## config.mk

```make
export PLATFORM = sky130hd
export DESIGN_NAME = op_sequencer
export DESIGN_NICKNAME = d
export VERILOG_FILES = /design/src/rtl/op_sequencer.sv
export SDC_FILE = /design/constraint.sdc
export NUM_CORES = 1
export LEC_CHECK = 0
export CORE_MARGIN = 3
export CORE_UTILIZATION = 57
export DETAILED_ROUTE_END_ITERATION = 12
export PLACE_DENSITY = 0.9
export SLEW_MARGIN = 20
export SYNTH_ARGS = -nofsm -noshare
export SYNTH_HDL_FRONTEND = slang
export SYNTH_SLANG_ARGS = --single-unit
export TNS_END_PERCENT = 20
```

## constraint.sdc

```tcl
create_clock -name clk -period 5.05 [get_ports clk]
set_input_delay 0.505 -clock clk [delete_from_list [all_inputs] [get_ports clk]]
set_output_delay 0.505 -clock clk [all_outputs]
set_load 0.02 [all_outputs]
```

## src/rtl/op_sequencer.sv

```systemverilog
// op_sequencer: command FIFO feeding the matrix controller, with multiply hold/gap timing and streamed page writes.
module op_sequencer #(
    parameter int DEPTH      = 8,
    parameter int MULT_HOLD  = 80,
    parameter int GAP_CYCLES = 1
) (
    input  logic        clk,
    input  logic        reset,
    input  logic        enable,
    input  logic        cmd_valid,
    output logic        cmd_ready,
    input  logic [31:0] cmd_data,
    input  logic        dat_valid,
    output logic        dat_ready,
    input  logic [31:0] dat_data,
    output logic [31:0] operation,
    output logic [31:0] in_data,
    output logic        busy,
    output logic        done,
    output logic        err
);
    localparam int AW   = $clog2(DEPTH);
    localparam int CMAX = MULT_HOLD > GAP_CYCLES ? MULT_HOLD : GAP_CYCLES;
    localparam int CW   = $clog2(CMAX) + 1;

    typedef enum logic [1:0] {IDLE, WRITE, MULT, GAP} state_t;

    state_t        state, state_nxt;
    logic [31:0]   mem [DEPTH];
    logic [AW-1:0] wr_ptr, rd_ptr;
    logic [AW:0]   count;
    logic [31:0]   head, word, op_nxt, in_nxt;
    logic [19:0]   cur;
    logic [CW-1:0] cnt, cnt_nxt;
    logic [12:0]   rem, rem_nxt;
    logic          done_nxt, push, pop, hs;

    assign head      = mem[rd_ptr];
    assign word      = {12'b0, cur};
    assign cmd_ready = enable && count != (AW+1)'(DEPTH);
    assign dat_ready = enable && state == WRITE;
    assign push      = cmd_valid && cmd_ready;
    assign pop       = enable && state == IDLE && count != '0;
    assign hs        = dat_valid && dat_ready;
    assign busy      = count != '0 || state != IDLE;

    always_ff @(posedge clk)
        if (push) mem[wr_ptr] <= cmd_data;

    always_ff @(posedge clk or negedge reset)
        if (!reset) begin
            state     <= IDLE;
            cnt       <= '0;
            rem       <= '0;
            cur       <= '0;
            operation <= '0;
            in_data   <= '0;
            done      <= 1'b0;
            err       <= 1'b0;
            wr_ptr    <= '0;
            rd_ptr    <= '0;
            count     <= '0;
        end else if (enable) begin
            state     <= state_nxt;
            cnt       <= cnt_nxt;
            rem       <= rem_nxt;
            operation <= op_nxt;
            in_data   <= in_nxt;
            done      <= done_nxt;
            if (pop) cur <= head[19:0];
            if (pop && head[3:0] > 4'd2) err <= 1'b1;
            wr_ptr    <= wr_ptr + AW'(push);
            rd_ptr    <= rd_ptr + AW'(pop);
            count     <= count + (AW+1)'(push) - (AW+1)'(pop);
        end

    always_comb begin
        state_nxt = state;
        cnt_nxt   = cnt;
        rem_nxt   = rem;
        case (state)
            IDLE: if (pop) begin
                state_nxt = head[3:0] == 4'd1 ? MULT : head[3:0] == 4'd2 ? WRITE : IDLE;
                cnt_nxt   = CW'(MULT_HOLD - 1);
                rem_nxt   = {1'b0, head[31:20]} + 13'd1;
            end
            MULT: begin
                state_nxt = cnt == '0 ? GAP : MULT;
                cnt_nxt   = cnt == '0 ? CW'(GAP_CYCLES - 1) : cnt - CW'(1);
            end
            GAP: begin
                state_nxt = cnt == '0 ? IDLE : GAP;
                cnt_nxt   = cnt == '0 ? cnt : cnt - CW'(1);
            end
            WRITE: if (hs) begin
                state_nxt = rem == 13'd1 ? IDLE : WRITE;
                rem_nxt   = rem - 13'd1;
            end
            default: state_nxt = IDLE;
        endcase
    end

    // Outputs are registered; a write cycle without a handshake emits a zero bubble.
    always_comb begin
        op_nxt   = (state == MULT || hs) ? word : '0;
        in_nxt   = hs ? dat_data : in_data;
        done_nxt = (state == MULT && cnt == '0) || (hs && rem == 13'd1);
    end
endmodule

```

# --- Yosys cells after proc, flatten, opt, wreduce, memory -nomap -nowiden ---
# Memories as Yosys holds them, arrays and structs flattened.
# Cells that the tools add are included.
word_totals:
  ff_bits: 119
  mem_bits_rw: 256
  input_bits: 69
  out_inout_bits: 69
  wordCells: 72
  n_memories: 1
classes:
  n_addsub: 7
  order_cmp: 1
  n_eq_ne: 10
  mux: 18
  reduce_logical: 24
memory_table:
  columns: ["memory", "depth", "word_bits", "read_ports", "rd_clocked_by_memory_dff", "wr", "line_no", "source"]
  rows:
  - ["mem", 8, 32, 1, 0, 1, "29", "logic [31:0] mem [DEPTH];"]
op_table:
  columns: ["cell", "n"]
  rows:
  - ["13-bit two-way mux", 2]
  - ["13-bit case mux with 2 select lines", 1]
  - ["8-bit two-way mux", 3]
  - ["8-bit case mux with 3 select lines", 1]
  - ["20-bit two-way mux", 1]
  - ["12-bit by 1-bit adder with 13-bit output (second input constant)", 1]
  - ["13-bit by 1-bit equality test with 1-bit output (second input constant)", 1]
  - ["13-bit by 1-bit subtractor with 13-bit output (second input constant)", 1]
  - ["1-bit logical AND", 9]
  - ["8-bit zero test", 1]
  - ["2-bit two-way mux", 4]
  - ["2-bit case mux with 4 select lines", 1]
  - ["4-bit AND reduction", 2]
  - ["8-bit by 1-bit subtractor with 8-bit output (second input constant)", 1]
  - ["3-bit by 1-bit adder with 3-bit output", 2]
  - ["2-bit inequality test (second input constant)", 3]
  - ["2-bit AND reduction", 3]
  - ["1-bit two-way mux", 5]
  - ["4-bit by 1-bit adder with 4-bit output", 1]
  - ["2-bit equality test (second input constant)", 2]
  - ["4-bit by 1-bit equality test with 1-bit output (second input constant)", 1]
  - ["4-bit by 2-bit equality test with 1-bit output (second input constant)", 1]
  - ["4-bit by 2-bit greater-than comparator with 1-bit output (second input constant)", 1]
  - ["4-bit inequality test (second input constant)", 1]
  - ["8 further kinds", 11]

# --- Depth between registers and ports, before layout ---
# Gate-level depths: netlist (run 1).
# An unclocked memory read counts as a cell.
logic_depth:
  ltp_word: 6
  ltp_mapped: 15
  mapped_depth_nobuf: 13

# --- Worst setup path before layout (run 1) ---
# OpenSTA, ideal clock, no wires.
synth_timing:
  path_kind: "input to register"
  start: "input enable"
  end: "memory mem[0][0] (enable)"
  setup_time_ps: 501
  arrival_ps: 4384
  slack_ps: 165
  stages: 4
  cell_sequence: "clkinv_1 -> a21oi_1 -> nand2_1 -> nor4_1"
synth_between:
  elab_chain_len: 4
synth_rtl:
  columns: ["element", "line_no", "source"]
  rows:
  - ["from (decl)", "9", "input logic enable,"]
  - ["1-bit logical AND", "40", "assign cmd_ready = enable && count != (AW+1)'(DEPTH);"]
  - ["net cmd_ready", "11", "output logic cmd_ready,"]
  - ["1-bit logical AND", "42", "assign push = cmd_valid && cmd_ready;"]
  - ["1-bit two-way mux", "48", "if (push) mem[wr_ptr] <= cmd_data;"]
  - ["1-bit two-way mux (not written as such)", "48", null]
  - ["to (decl)", "29", null]
# The timed path passes the listed nets, and every way through them passes these cells.

# --- Final worst setup path (run 1) ---
layout_timing:
  start: "input enable"
  end: "register count[2]"
layout_between:
  elab_chain_len: 4
  elab_cells_between_ends: 6
  classes_between: "add/sub: 2; reduce/logical: 4"
layout_rtl:
  columns: ["element", "line_no", "source"]
  rows:
  - ["1-bit logical AND", "40", null]
  - ["1-bit logical AND", "42", null]
  - ["4-bit by 1-bit adder with 4-bit output", "74", "count <= count + (AW+1)'(push) - (AW+1)'(pop);"]
  - ["4-bit by 1-bit subtractor with 4-bit output", "74", null]
  - ["to (signal assigned)", "74", null]
  - ["to (decl)", "31", "logic [AW:0] count;"]
# Several ways; a longest one is shown, not always the timed one.
# A chain may end at the register's enable or synchronous reset.

==> results by group, run 1 <==
Status
  • Status: finished clean

Timing
  • Minimum clock period: 3.526 ns
  • Worst slew margin: 0.3188
  • RSZ-0062 raised after global routing: false
  • Slew Viols, Final: 0
  • Tcrit/Tclk final: 0.6981
  • Slew @ Worst Pin: around 1.0 ns
  • Post-route worst setup slack: 1.524 ns
  • Setup_tns: 0 ns
  • Final setup viols: 0
  • Fmax: 283.6 MHz
  • Final hold vios: 0
  • Clock Skew: 0.01345 ns

CTS
  • Number of hold buffers added after cts: 0
  • Clock latency on the worst-skew pair: 0.53 ns
  • # clock sinks: 363
  • CTS resizes: 0
  • Clk slew on worst S/H paths: 0.06 ns
  • Clock root buffer: clkbuf_16
  • H-tree Lvls: 2
  • Max Root-Sink Buffers: 3
  • Num CTS Buffers: 36
  • CTS tree: yes
  • Setup bufs post-CTS: 0

Global route
  • Vias in the first global route: between 9000 and 10000
  • Tot GR Track Use: 0.2420
  • Congestion Overflow GR: 0
  • Initial antenna violation count: 1
  • Largest net degree at the start of global routing: 68
  • First-pass GRT wire length: between 50000 and 60000 um

Yosys
  • Post-synth ARST share: 0.2948
  • Synthesized cell area: 14850 um^2
  • Avg Inst Size Synth: 15.83 um^2
  • Register area share after synthesis: 0.6978
  • Synth warn: 0
  • Post-synth EDFFs: 256
  • Register bit total from synthesis: 363
  • Post-synth cell types: 63
  • Cells after synthesis: 938
  • Main synth FF type: edfxtp_1

Pwr
  • Worst vdd ir: 0.3218 mV
  • Leak Pwr: ~6.5 nW
  • Power density over the cells: 571.8 nW/um^2

Route
  • Routed Antenna Nets: 0
  • Residual DRC: 0
  • WL/cell: approximately 24 um
  • Routed vias: 8926
  • Final wirelength: 34280 um
  • DR pass1 iterations: 6
  • Via-to-Cell Ratio: ~6.2
  • Initial drt markers: 1256

Final layout
  • Nets: about 1200
  • Layout area overhead: 18.65%
  • Utilization after layout: 0.6938
  • Share of cells above drive strength 1: 0.1410
  • Final non-filler cell area: 17620 um^2

Job
  • Max_cap viols: 0

Die
  • Ports: 138
  • Rows: 58
  • Core area: 25400 um^2
  • Die ar.: 28030 um^2
  • Chip height: 167.4 um
  • Initial core utilization: 0.5848
  • Die X: 167.4 um

Critical path
  • Crit-path leading delay family: buffers and inverters
  • Setup crit start kind: primary input
  • Biggest cell delay along the critical path: about 0.5 ns
  • CP arrival: 3.92 ns
  • Crit Path Max Fanout: 52
  • CP required: 5.44 ns
  • CP max stage cell: or4_1
  • Crit path buffers/inverters: 8
  • Crit path kind: in2reg
  • Crit-path cells: clkdlybuf4s50_1 -> buf_4 -> clkinv_1 -> buf_4 -> or4_1 -> buf_4 -> inv_1 -> ha_1 -> inv_1 -> ha_1 -> inv_1 -> fa_1 -> xnor2_1 -> nand2_1 -> o21ai_0
  • Crit. End Element: register

Min path
  • Hold Crit Class: in2async

Placed design
  • Routability cong.: 0.8807
  • Pre-CTS setup slack: approximately 1.0 ns
  • Dpl cell area: 16440 um^2
  • Post-DP HPWL: 20080 um
  • Port Buffers: 125
-- layer usage --
layer  vias up  track usage  routed length (um)
met5         -            0                   0
met4         0      0.09996                1188
met3       102      0.04415                3231
met2       560       0.3950               16950
met1      4449       0.3274               12910
li1       3815            -                   -
-- worst register-to-register path, delay by kind of cell (launching register included) --
family | cells | cell delay (ns)
AND/OR/NAND/NOR | 3 | 0.73
XOR/XNOR | 1 | 0.13
adder cells (fa/ha/maj) | 3 | 0.89
flip-flops | 1 | 0.54
AO/OA/AOI/OAI | 1 | 0.08
buffers and inverters | 4 | 0.88
-- cells in the mapped netlist (3+ instances only) --
cell | number | area (um^2)
nor2_1 | 31 | 116.4
buf_2 | 7 | 35.03
o221ai_1 | 3 | 26.28
edfxtp_1 | 256 | 7687
clkbuf_1 | 22 | 82.58
mux4_1 | 7 | 183.9
a31oi_1 | 7 | 43.79
dfrtp_1 | 107 | 2678
o22ai_1 | 4 | 25.02
a21oi_1 | 17 | 85.08
buf_4 | 17 | 127.6
ha_1 | 14 | 175.2
nand2_1 | 140 | 525.5
and3_1 | 3 | 18.77
nor4_1 | 5 | 31.28
nand4_1 | 6 | 37.54
a22o_1 | 22 | 192.7
mux2i_1 | 35 | 350.3
mux4_2 | 56 | 1261
buf_1 | 9 | 33.78
and4_1 | 4 | 35.03
xnor2_1 | 7 | 61.31
o21ai_0 | 40 | 200.2
mux2_2 | 9 | 101.4
nor3_1 | 16 | 80.08
nand3_1 | 9 | 45.04
nor3b_1 | 4 | 30.03
nand2b_1 | 11 | 68.82
inv_1 | 21 | 78.83
a21o_1 | 3 | 22.52
-- through the flow --
stage          std cells  power, mW  hold WS, ns
6_report            1430      10.08      0.08063
5_1_grt             1430      10.54       0.1584
4_1_cts             1428      10.07       0.1228
3_5_place_dp        1363      7.411       0.4621
3_3_place_gp        1363      7.232       0.4577
2_1_floorplan        949      6.313       0.2094
-- path summary, 6_finish.rpt --
check	from	end	slack [ns]	cells after the start
setup / recovery	enable	count[2]$_DFFE_PN0P_	1.52	15
setup reg to reg	state[1]$_DFFE_PN0P_	count[2]$_DFFE_PN0P_	1.66	12
hold reg to reg	in_data[2]$_DFFE_PN0P_	in_data[2]$_DFFE_PN0P_	0.47	2
min in group clk	in_data[2]$_DFFE_PN0P_	in_data[2]$_DFFE_PN0P_	0.47	2
hold / removal	reset	cnt[5]$_DFFE_PN0P_	0.08	1
max in group asynchronous	reset	cur[16]$_DFFE_PN0P_	3.87	2
-- power by group --
| group | switching [mW] | leakage (nW) | total (mW) | internal, mW |
|---|---|---|---|---|
| Combinational | 1.70 | 2.27 | 3.17 | 1.48 |
| Sequential | 0.582 | 3.63 | 4.31 | 3.73 |
| Clock | 1.11 | 0.556 | 2.59 | 1.48 |
-- cell usage in the layout (no fill, tap or decap), types with 14 or more instances in the layout --
master           netlist  final
mux4_2                56     56
a22o_1                22     22
inv_1                 21     21
edfxtp_1             256    256
o21ai_0               40     40
nand2_1              140    140
clkdlybuf4s50_1        0    124
a21oi_1               17     17
mux2i_1               35     35
ha_1                  14     14
nor2_1                31     28
dfrtp_1              107    104
buf_4                 17     16
clkbuf_16              0     36
-- final cells by class --
| type | count | area, um^2 |
|---|---|---|
| fillers | 1488 | 7776 |
| multi-input cells | 506 | 4188 |
| clock buffers | 50 | 983.4 |
| inverters | 22 | 82.58 |
| repair buffers | 143 | 1429 |
| well taps | 330 | 412.9 |
| flip-flops and latches | 363 | 10370 |
| diodes | 1 | 2.502 |
| clock inverters | 15 | 153.9 |
-- flip-flops by register name (all words and copies together) (netlist names) --
| signal | flops |
|---|---|
| rd_ptr | 3 |
| err | 1 |
| count | 4 |
| state | 2 |
| cur | 20 |
| wr_ptr | 3 |
| in_data | 32 |
| operation | 20 |
| done | 1 |
| mem | 256 |
| rem | 13 |
| cnt | 8 |
-- cell families (layout without fill, tap and decap cells) --
family                     after synthesis  after routing  share of synthesized area
and+or+nand+nor                        246            246                    0.07649
xor gates and xnor gates                 7              7                   0.004128
adders and majority gates               15             15                    0.01314
muxes                                  108            108                     0.1286
other                                    1             13                  0.0002525
buffers and inverters                   80            230                    0.02721
AOI/OAI and AO/OA                      118            118                    0.05231
DFF                                    363            363                     0.6978
(Power assumes the default switching activity.)
==> run 2, diff against run 1 <==
--- a/config.mk
+++ b/config.mk
@@ -6,9 +6,9 @@
 export NUM_CORES = 1
 export LEC_CHECK = 0
 export CORE_MARGIN = 3
-export CORE_UTILIZATION = 57
+export CORE_UTILIZATION = 52
 export DETAILED_ROUTE_END_ITERATION = 12
-export PLACE_DENSITY = 0.9
+export PLACE_DENSITY = 0.87
 export SLEW_MARGIN = 20
 export SYNTH_ARGS = -nofsm -noshare
 export SYNTH_HDL_FRONTEND = slang
==> constraint.sdc (replaced) <==
create_clock -name clk -period 2.9 [get_ports clk]
set_input_delay 0.29 -clock clk [delete_from_list [all_inputs] [get_ports clk]]
set_output_delay 0.29 -clock clk [all_outputs]
set_load 0.02 [all_outputs]
==> run 2 against run 1 <==
Compared with the run above: final cell count grew 5.7%; clock power grew 85%; clock-buffer cell count grew 2; clock skew grew 0.0054 ns; flip-flop and latch count is the same; die area grew 9.3%; design area grew 2.9%; critical path depth shrank 9; largest power group unchanged.
==> results by group, run 2 (synthesis results as in run 1) <==
CTS
  • H-tree Lvls: 2
  • Num CTS Buffers: 36
  • # clock sinks: 363
  • Clock root buffer: clkbuf_16
  • Clk slew on worst S/H paths: 0.06 ns
  • Clock latency on the worst-skew pair: roughly 0.52 ns
  • CTS tree: yes
  • Max Root-Sink Buffers: 3

Final layout
  • Layout area overhead: 22.04%
  • Utilization after layout: 0.6489
  • Top Registers: mem x256, in_data x32
  • Max FFs per register: 256
  • Biggest register: mem
  • Fillers: between 1500 and 2000
  • Commonest non-fill, non-tap cell in the layout: edfxtp_1
  • Share of cells above drive strength 1: 0.1652
  • Most frequent cells in the layout: edfxtp_1, nand2_1, clkdlybuf4s50_1
  • Nets: ~1200

Critical path
  • Biggest cell delay along the critical path: roughly 0.51 ns
  • Crit-path cells: buf_6 -> mux4_2 -> nor3_1 -> o211ai_1 -> nor3_1 -> a2bb2oi_1
  • CP arrival: 3.12 ns
  • CP required: ~3.3 ns
  • Crit Path Max Fanout: 43
  • Critical path's most frequent cell: nor3_1
  • CP max stage cell: dfrtp_2
  • Crit. End Element: register
  • Setup crit start kind: register
  • Crit path kind: reg2reg

Global route
  • Vias in the first global route: roughly 9400
  • Largest net degree at the start of global routing: 74
  • Initial antenna violation count: 0
  • Tot GR Track Use: 0.2261
  • Congestion Overflow GR: 0
  • First-pass GRT wire length: 53800 um

Timing
  • RSZ-0062 raised after global routing: false
  • Worst slew margin: 0.3314
  • Tcrit/Tclk final: 0.9289
  • Minimum clock period: 2.694 ns
  • Slew Viols, Final: 0
  • Clock Skew: 0.01881 ns
  • Setup_tns: 0 ns
  • Final hold vios: 0
  • Post-route worst setup slack: 0.2062 ns
  • Fmax: ~370 MHz
  • Final setup viols: 0
  • Slew @ Worst Pin: 0.9937 ns

Die
  • Ports: 138
  • Rows: 61
  • Die X: 175.0 um
  • Chip height: 175.0 um
  • Die ar.: 30630 um^2
  • Core area: 27930 um^2
  • Initial core utilization: 0.5317

Route
  • DR pass1 iterations: 5
  • Final wirelength: about 34000 um
  • Initial drt markers: 870
  • Residual DRC: 0
  • Routed Antenna Nets: 0
  • Routed vias: 8999
  • WL/cell: 22.46 um
  • Via-to-Cell Ratio: about 6.0

Placed design
  • Port Buffers: ~130
  • Pre-CTS setup slack: 0.08948 ns
  • Post-DP HPWL: 20670 um
  • Routability cong.: 0.8161

Min path
  • Hold Crit Class: in2reg

Pwr
  • P_sw: between 5 and 6 mW
  • Seq pwr share: 0.399
  • Clock group share of total power: 0.265
  • Power density over the cells: around 990 nW/um^2
  • Leak Pwr: 6.706 nW
  • Worst vdd ir: 0.4607 mV
  • Comb pwr share: 0.336
  • Internal power: around 12 mW
  • Switching Fraction: 0.3241

Status
  • Status: finished clean

Job
  • Max_cap viols: 0
run 2: cell count changes in the layout (fill, tap and decap cells not counted), moves of 2 or more:
cell	delta
buf_4	+26
clkbuf_16	+2
nor3_2	-4
bufinv_16	+2
buf_12	+7
nor4_2	-2
clkinv_2	-4
clkbuf_1	-2
clkbuf_8	+2
nor3_4	+4
run 2: path summary, 6_finish.rpt:
kind / startpoint / endpoint / slack (ns) / cells after the start
worst max-delay path: rd_ptr[1]$_DFFE_PN0P_ / state[1]$_DFFE_PN0P_ / 0.21 / 6
worst min-delay path: dat_data[14] / in_data[14]$_DFFE_PN0P_ / 0.31 / 3
worst max register to register: rd_ptr[1]$_DFFE_PN0P_ / state[1]$_DFFE_PN0P_ / 0.21 / 6
worst min register to register: in_data[3]$_DFFE_PN0P_ / in_data[3]$_DFFE_PN0P_ / 0.47 / 2
max in group asynchronous: reset / in_data[2]$_DFFE_PN0P_ / 1.60 / 3
min in group asynchronous: reset / in_data[27]$_DFFE_PN0P_ / 0.48 / 2
run 2: cell type report:
type	instances	area (um^2)	share of cell area
multi-input cells	506	4215	0.2326
diodes	1	2.502	0.0001381
flip-flops and latches	363	10370	0.5722
clock buffers	52	1054	0.05812
inverters	22	82.58	0.004556
repair buffers	177	1758	0.09698
clock inverters	12	170.2	0.009388
well taps	378	473.0	0.02609
run 2: stage by stage:
| stage | instances | instance area, um^2 | power (mW) | hold WS [ns] |
|---|---|---|---|---|
| finish | 1511 | 18130 | 18.01 | 0.3066 |
| global route | 1510 | 18120 | 18.92 | 0.3198 |
| CTS | 1500 | 18020 | 17.94 | 0.2918 |
| detailed placement | 1435 | 16790 | 13.05 | 0.4628 |
| global placement | 1435 | 16790 | 12.77 | 0.4568 |
| floorplan | 949 | 14930 | 11.01 | -0.005591 |
run 2: metal layers:
layer / track usage / part of all wire / routed length [um]
met5: 0 / 0 / 0
met4: 0.07746 / 0.032 / 1076
met3: 0.04976 / 0.090 / 3039
met2: 0.3774 / 0.50 / 16940
met1: 0.2977 / 0.38 / 12880
run 2: worst max-delay path, delay by kind of cell (launching register included):
family | cells | cell delay, ns
and+or+nand+nor | 2 | 0.75
DFF | 1 | 0.51
AOI/OAI and AO/OA | 2 | 0.43
buffers and inverters | 1 | 0.44
muxes | 1 | 0.45
run 2: timing repair:
item | 4_1_cts | 5_1_grt
resized for setup | 0 | 3
hold buffers | 1 | 0
hold endpoints to repair | 71 | 0
endpoints found under the setup margin | 0 | 2
setup buffers | 0 | 10
run 2: power by group through the flow:
stage | clock [mW] | sequential (mW) | combinational, mW
after floorplan | 0 | 7.38 | 3.63
after global placement | 0 | 7.25 | 5.52
after detailed placement | 0 | 7.31 | 5.74
after CTS | 4.85 | 7.24 | 5.84
after global routing | 5.07 | 7.29 | 6.56
final | 4.78 | 7.18 | 6.05
==> variant 1, RTL diff (flow settings as in run 2) <==
Put one more register stage on the output `err`. The value now appears one clock later. The other outputs are not delayed to match.
--- a/src/rtl/op_sequencer.sv
+++ b/src/rtl/op_sequencer.sv
@@ -24,6 +24,8 @@
     localparam int CW   = $clog2(CMAX) + 1;
 
     typedef enum logic [1:0] {IDLE, WRITE, MULT, GAP} state_t;
+
+    logic err_s0;
 
     state_t        state, state_nxt;
     logic [31:0]   mem [DEPTH];
@@ -56,7 +58,7 @@
             operation <= '0;
             in_data   <= '0;
             done      <= 1'b0;
-            err       <= 1'b0;
+            err_s0    <= 1'b0;
             wr_ptr    <= '0;
             rd_ptr    <= '0;
             count     <= '0;
@@ -68,7 +70,7 @@
             in_data   <= in_nxt;
             done      <= done_nxt;
             if (pop) cur <= head[19:0];
-            if (pop && head[3:0] > 4'd2) err <= 1'b1;
+            if (pop && head[3:0] > 4'd2) err_s0 <= 1'b1;
             wr_ptr    <= wr_ptr + AW'(push);
             rd_ptr    <= rd_ptr + AW'(pop);
             count     <= count + (AW+1)'(push) - (AW+1)'(pop);
@@ -106,5 +108,9 @@
         in_nxt   = hs ? dat_data : in_data;
         done_nxt = (state == MULT && cnt == '0) || (hs && rem == 13'd1);
     end
+    always_ff @(posedge clk) begin
+        err <= err_s0;
+    end
+
 endmodule
 
Behaviour: not the same (a bounded check fails within 4 cycles, from zero or initial values and one cycle with reset low).
==> variant 1 against run 2 <==
Synthesized area grew 0.13%; clock skew down 1.1 ps; synthesized cell count grew 0.11%; routed wire length decreased by 4.5%; combinational power is 3% lower; final area is 0.50% lower; sequential power rose by 0.6%; core utilization is 0.50 points lower; worst setup slack better by 15 ps; sequential cell count increased by 1; fmax increased by 0.55%; total power is 1.6% lower; cell count about the same; critical endpoint is now count[2].
==> variant 1: results <==
metrics = {
    "sta": {
        "hold_ws_ps": 257.2,
        "slew_headroom_pct": 40.97,
        "fin_skew_ps": 17.76,
    },
    "global_route": {
        "grt_pass1_wl_um": 51560,
        "grt_pass1_vias": 9023,
        "grt_max_degree": 61,
    },
    "detailed_routing": {
        "drt_first_iter_violations": 889,
        "post_drt_wl_per_cell_um": 21.47,
        "routed_via_density": 5.842,
    },
    "yosys": {
        "synth-adder-area-share_pct": 1.312,
        "syn_inst": 939,
        "async_flop_share_pct": 29.40,
        "seq_area_frac_synth_pct": 69.82,
        "synth_compound_area_share_pct": 5.224,
        "synth_xor_area_share_pct": 0.4122,
        "ys_types": 64,
    },
    "place": {
        "dpl_cell_area_um2": 16820,
        "hpwl_um": 20130,
        "dp.cells": 1439,
        "place.gp.congestion": 0.8595,
    },
    "cells_and_area": {
        "insertedDiodeCount": 0,
        "nets": 1186,
        "drive_gt1_share_pct": 15.81,
        "layout.cells.non_filler": 1510,
    },
    "critical_path": {
        "path_delay_family": "adder cells",
        "slowest_delay_ps": 440,
        "cp-startpoint": "count[2]",
        "r2r_end": "count[2]",
    },
    "run_status": {
        "status": "finished clean",
    },
    "min_path": {
        "hp-class": "in2async",
    },
    "power_and_ir_drop": {
        "p_leak_nw": 6.658,
        "max-vdd-ir-drop_uv": 494.6,
    },
}
[variant 1: cell count changes after synthesis, sizes merged]
cell,change
dfxtp,+1
[variant 1: where the power goes]
part           internal (mW)  leakage (nW)  switching, mW  total, mW
clock                   2.71         0.586           1.91       4.62
sequential              6.51          3.64          0.705       7.22
combinational           2.69          2.43           3.20       5.89
total                   11.9          6.66           5.81       17.7
[variant 1: through the flow]
stage,util (%),worst slack [ps]
6_report,64.39,221.1
5_1_grt,64.39,11.89
3_3_place_gp,60.05,190.6
4_1_cts,64.37,190.9
2_1_floorplan,-,-383.7
3_5_place_dp,60.05,85.62
[variant 1: per-layer routing]
metal	track usage, %	share of wire, %	vias to the layer above
met4	5.951	2.0	0
li1	-	-	3884
met1	30.29	40	4399
met2	34.80	49	487
met5	0	0	-
met3	4.107	8.7	51
[variant 1: layout make-up]
type                    count  area, um2
multi-input cells         506       4208
clock buffers              61       1099
repair buffers            170       1680
well taps                 378      473.0
flip-flops and latches    364      10390
clock inverters             9      101.3
inverters                  22      82.58
fillers                  1821       9976
==> variant 2, RTL diff (config.mk and constraints of run 2) <==
Made on the original files. Change the parameter `DEPTH` from 8 to 16.
--- a/src/rtl/op_sequencer.sv
+++ b/src/rtl/op_sequencer.sv
@@ -1,6 +1,6 @@
 // op_sequencer: command FIFO feeding the matrix controller, with multiply hold/gap timing and streamed page writes.
 module op_sequencer #(
-    parameter int DEPTH      = 8,
+    parameter int DEPTH      = 16,
     parameter int MULT_HOLD  = 80,
     parameter int GAP_CYCLES = 1
 ) (
Formal check against the unedited RTL: no difference found for any inputs over 4 cycles, from zero or initial values and one cycle with reset low; that may be too few to reach the edited logic, so the function may still have changed.
==> variant 2 against run 2 <==
The flow now finishes with violations (setup timing); sequential cell count increased by 259; clock power increased by 58%; total power increased by 58%; worst setup slack got worse by 330 ps; synthesized area increased by 66%; final area increased by 62%; routed wire length increased by 77%; critical endpoint is now rem[12].
==> variant 2: results <==
metrics = {
    "yosys": {
        "synthTopCellsByCount": "512 x edfxtp_1, 110 x dfrtp_1, 108 x mux4_2",
        "async_flop_share_pct": 17.68,
        "seq_area_frac_synth_pct": 73.30,
        "synthTopCellsByArea": "edfxtp_1 62%, dfrtp_1 11%, mux4_2 9.8%",
        "synth_edf_count": 512,
    },
    "critical_path": {
        "crit_fanout": 16,
        "arrival_ps": 3560,
        "slowest_delay_ps": 530,
        "path_delay_family": "compound AO/OA/AOI/OAI gates",
    },
    "global_route": {
        "grt_use_met3_pct": 4.010,
        "antenna_found_initial": 3,
        "grtUsageMet1_pct": 31.29,
        "grt_max_degree": 73,
    },
    "sta": {
        "fin_ws_ps": -124.9,
        "fin_skew_ps": 14.16,
        "setup_viol": 5,
    },
    "place": {
        "hpwl_um": 34270,
        "dp.cells": 2081,
        "dpl_cell_area_um2": 27360,
    },
    "cells_and_area": {
        "drive_gt1_share_pct": 22.72,
        "nets": 1625,
    },
    "run_status": {
        "violations": "setup timing",
        "status": "complete, but fails checks",
    },
    "detailed_routing": {
        "drt-total-wl_um": 60120,
        "top_layer": "met5",
        "drt_first_pass_iters": 6,
        "num_vias": 14050,
        "wl_met1_um": 21220,
        "post_drt_wl_per_cell_um": 27.35,
    },
    "min_path": {
        "hp-class": "in2async",
    },
}
==> variant 2: changes by cell type after synthesis, sizes merged, moves of 28 or more <==
cell,delta
a221oi,+34
mux2,+28
mux2i,+31
mux4,+49
nand2,-47
edfxtp,+256
==> variant 2: metrics by stage <==
step                      setup TNS, ps  worst slack (ps)
after global placement                0             26.30
after floorplan                 -139160            -403.5
final                            -469.9            -124.9
after CTS                        -24.12            -24.12
after detailed placement         -94.95            -94.95
after global routing              -1032            -211.3
==> variant 2: cell families after synthesis <==
kind of cell	share of synthesized area (%)
flops	73.30
mux	14.66
simple gates	3.739
compound gates	4.675
buf+inv	2.170
xor+xnor	0.6021
fa+ha+maj	0.8399
other cells	0.01516
==> variant 2: area by class of cell <==
cell class,count,area [um2]
sequential,622,18130
fill,2954,17350
multi-input combinational,625,6322
timing repair buffer,216,2210
clock buffer,89,1690
tap,607,759.5
clock inverter,19,211.5
inverter,18,70.07
antenna,2,5.005
==> variant 2: path summary, 6_finish.rpt <==
path                              startpoint     endpoint  slack (ps)  cells after the start
worst max-delay path               rd_ptr[2]      rem[12]        -120                      9
worst min-delay path                   reset      cur[15]         260                      2
worst max register to register     rd_ptr[2]      rem[12]        -120                      9
worst min register to register       cur[14]      cur[14]         470                      2
max in group asynchronous              reset      cur[12]        1810                      3
min in group clk                dat_data[11]  in_data[11]         310                      2
==> variant 2: what timing repair did <==
action | CTS | global route
gates resized for setup | 2 | 15
setup endpoints to repair | 6 | 10
hold endpoints to repair | 40 | 0
buffers inserted | 1 | 5
pin swaps | 0 | 9
hold buffers | 1 | 0
==> variant 2: power breakdown <==
part           internal (mW)  switching [mW]  total [mW]
Clock                   4.37            3.19        7.56
Combinational           4.34            5.06        9.40
Sequential              10.7           0.680        11.4
Total                   19.4            8.94        28.4
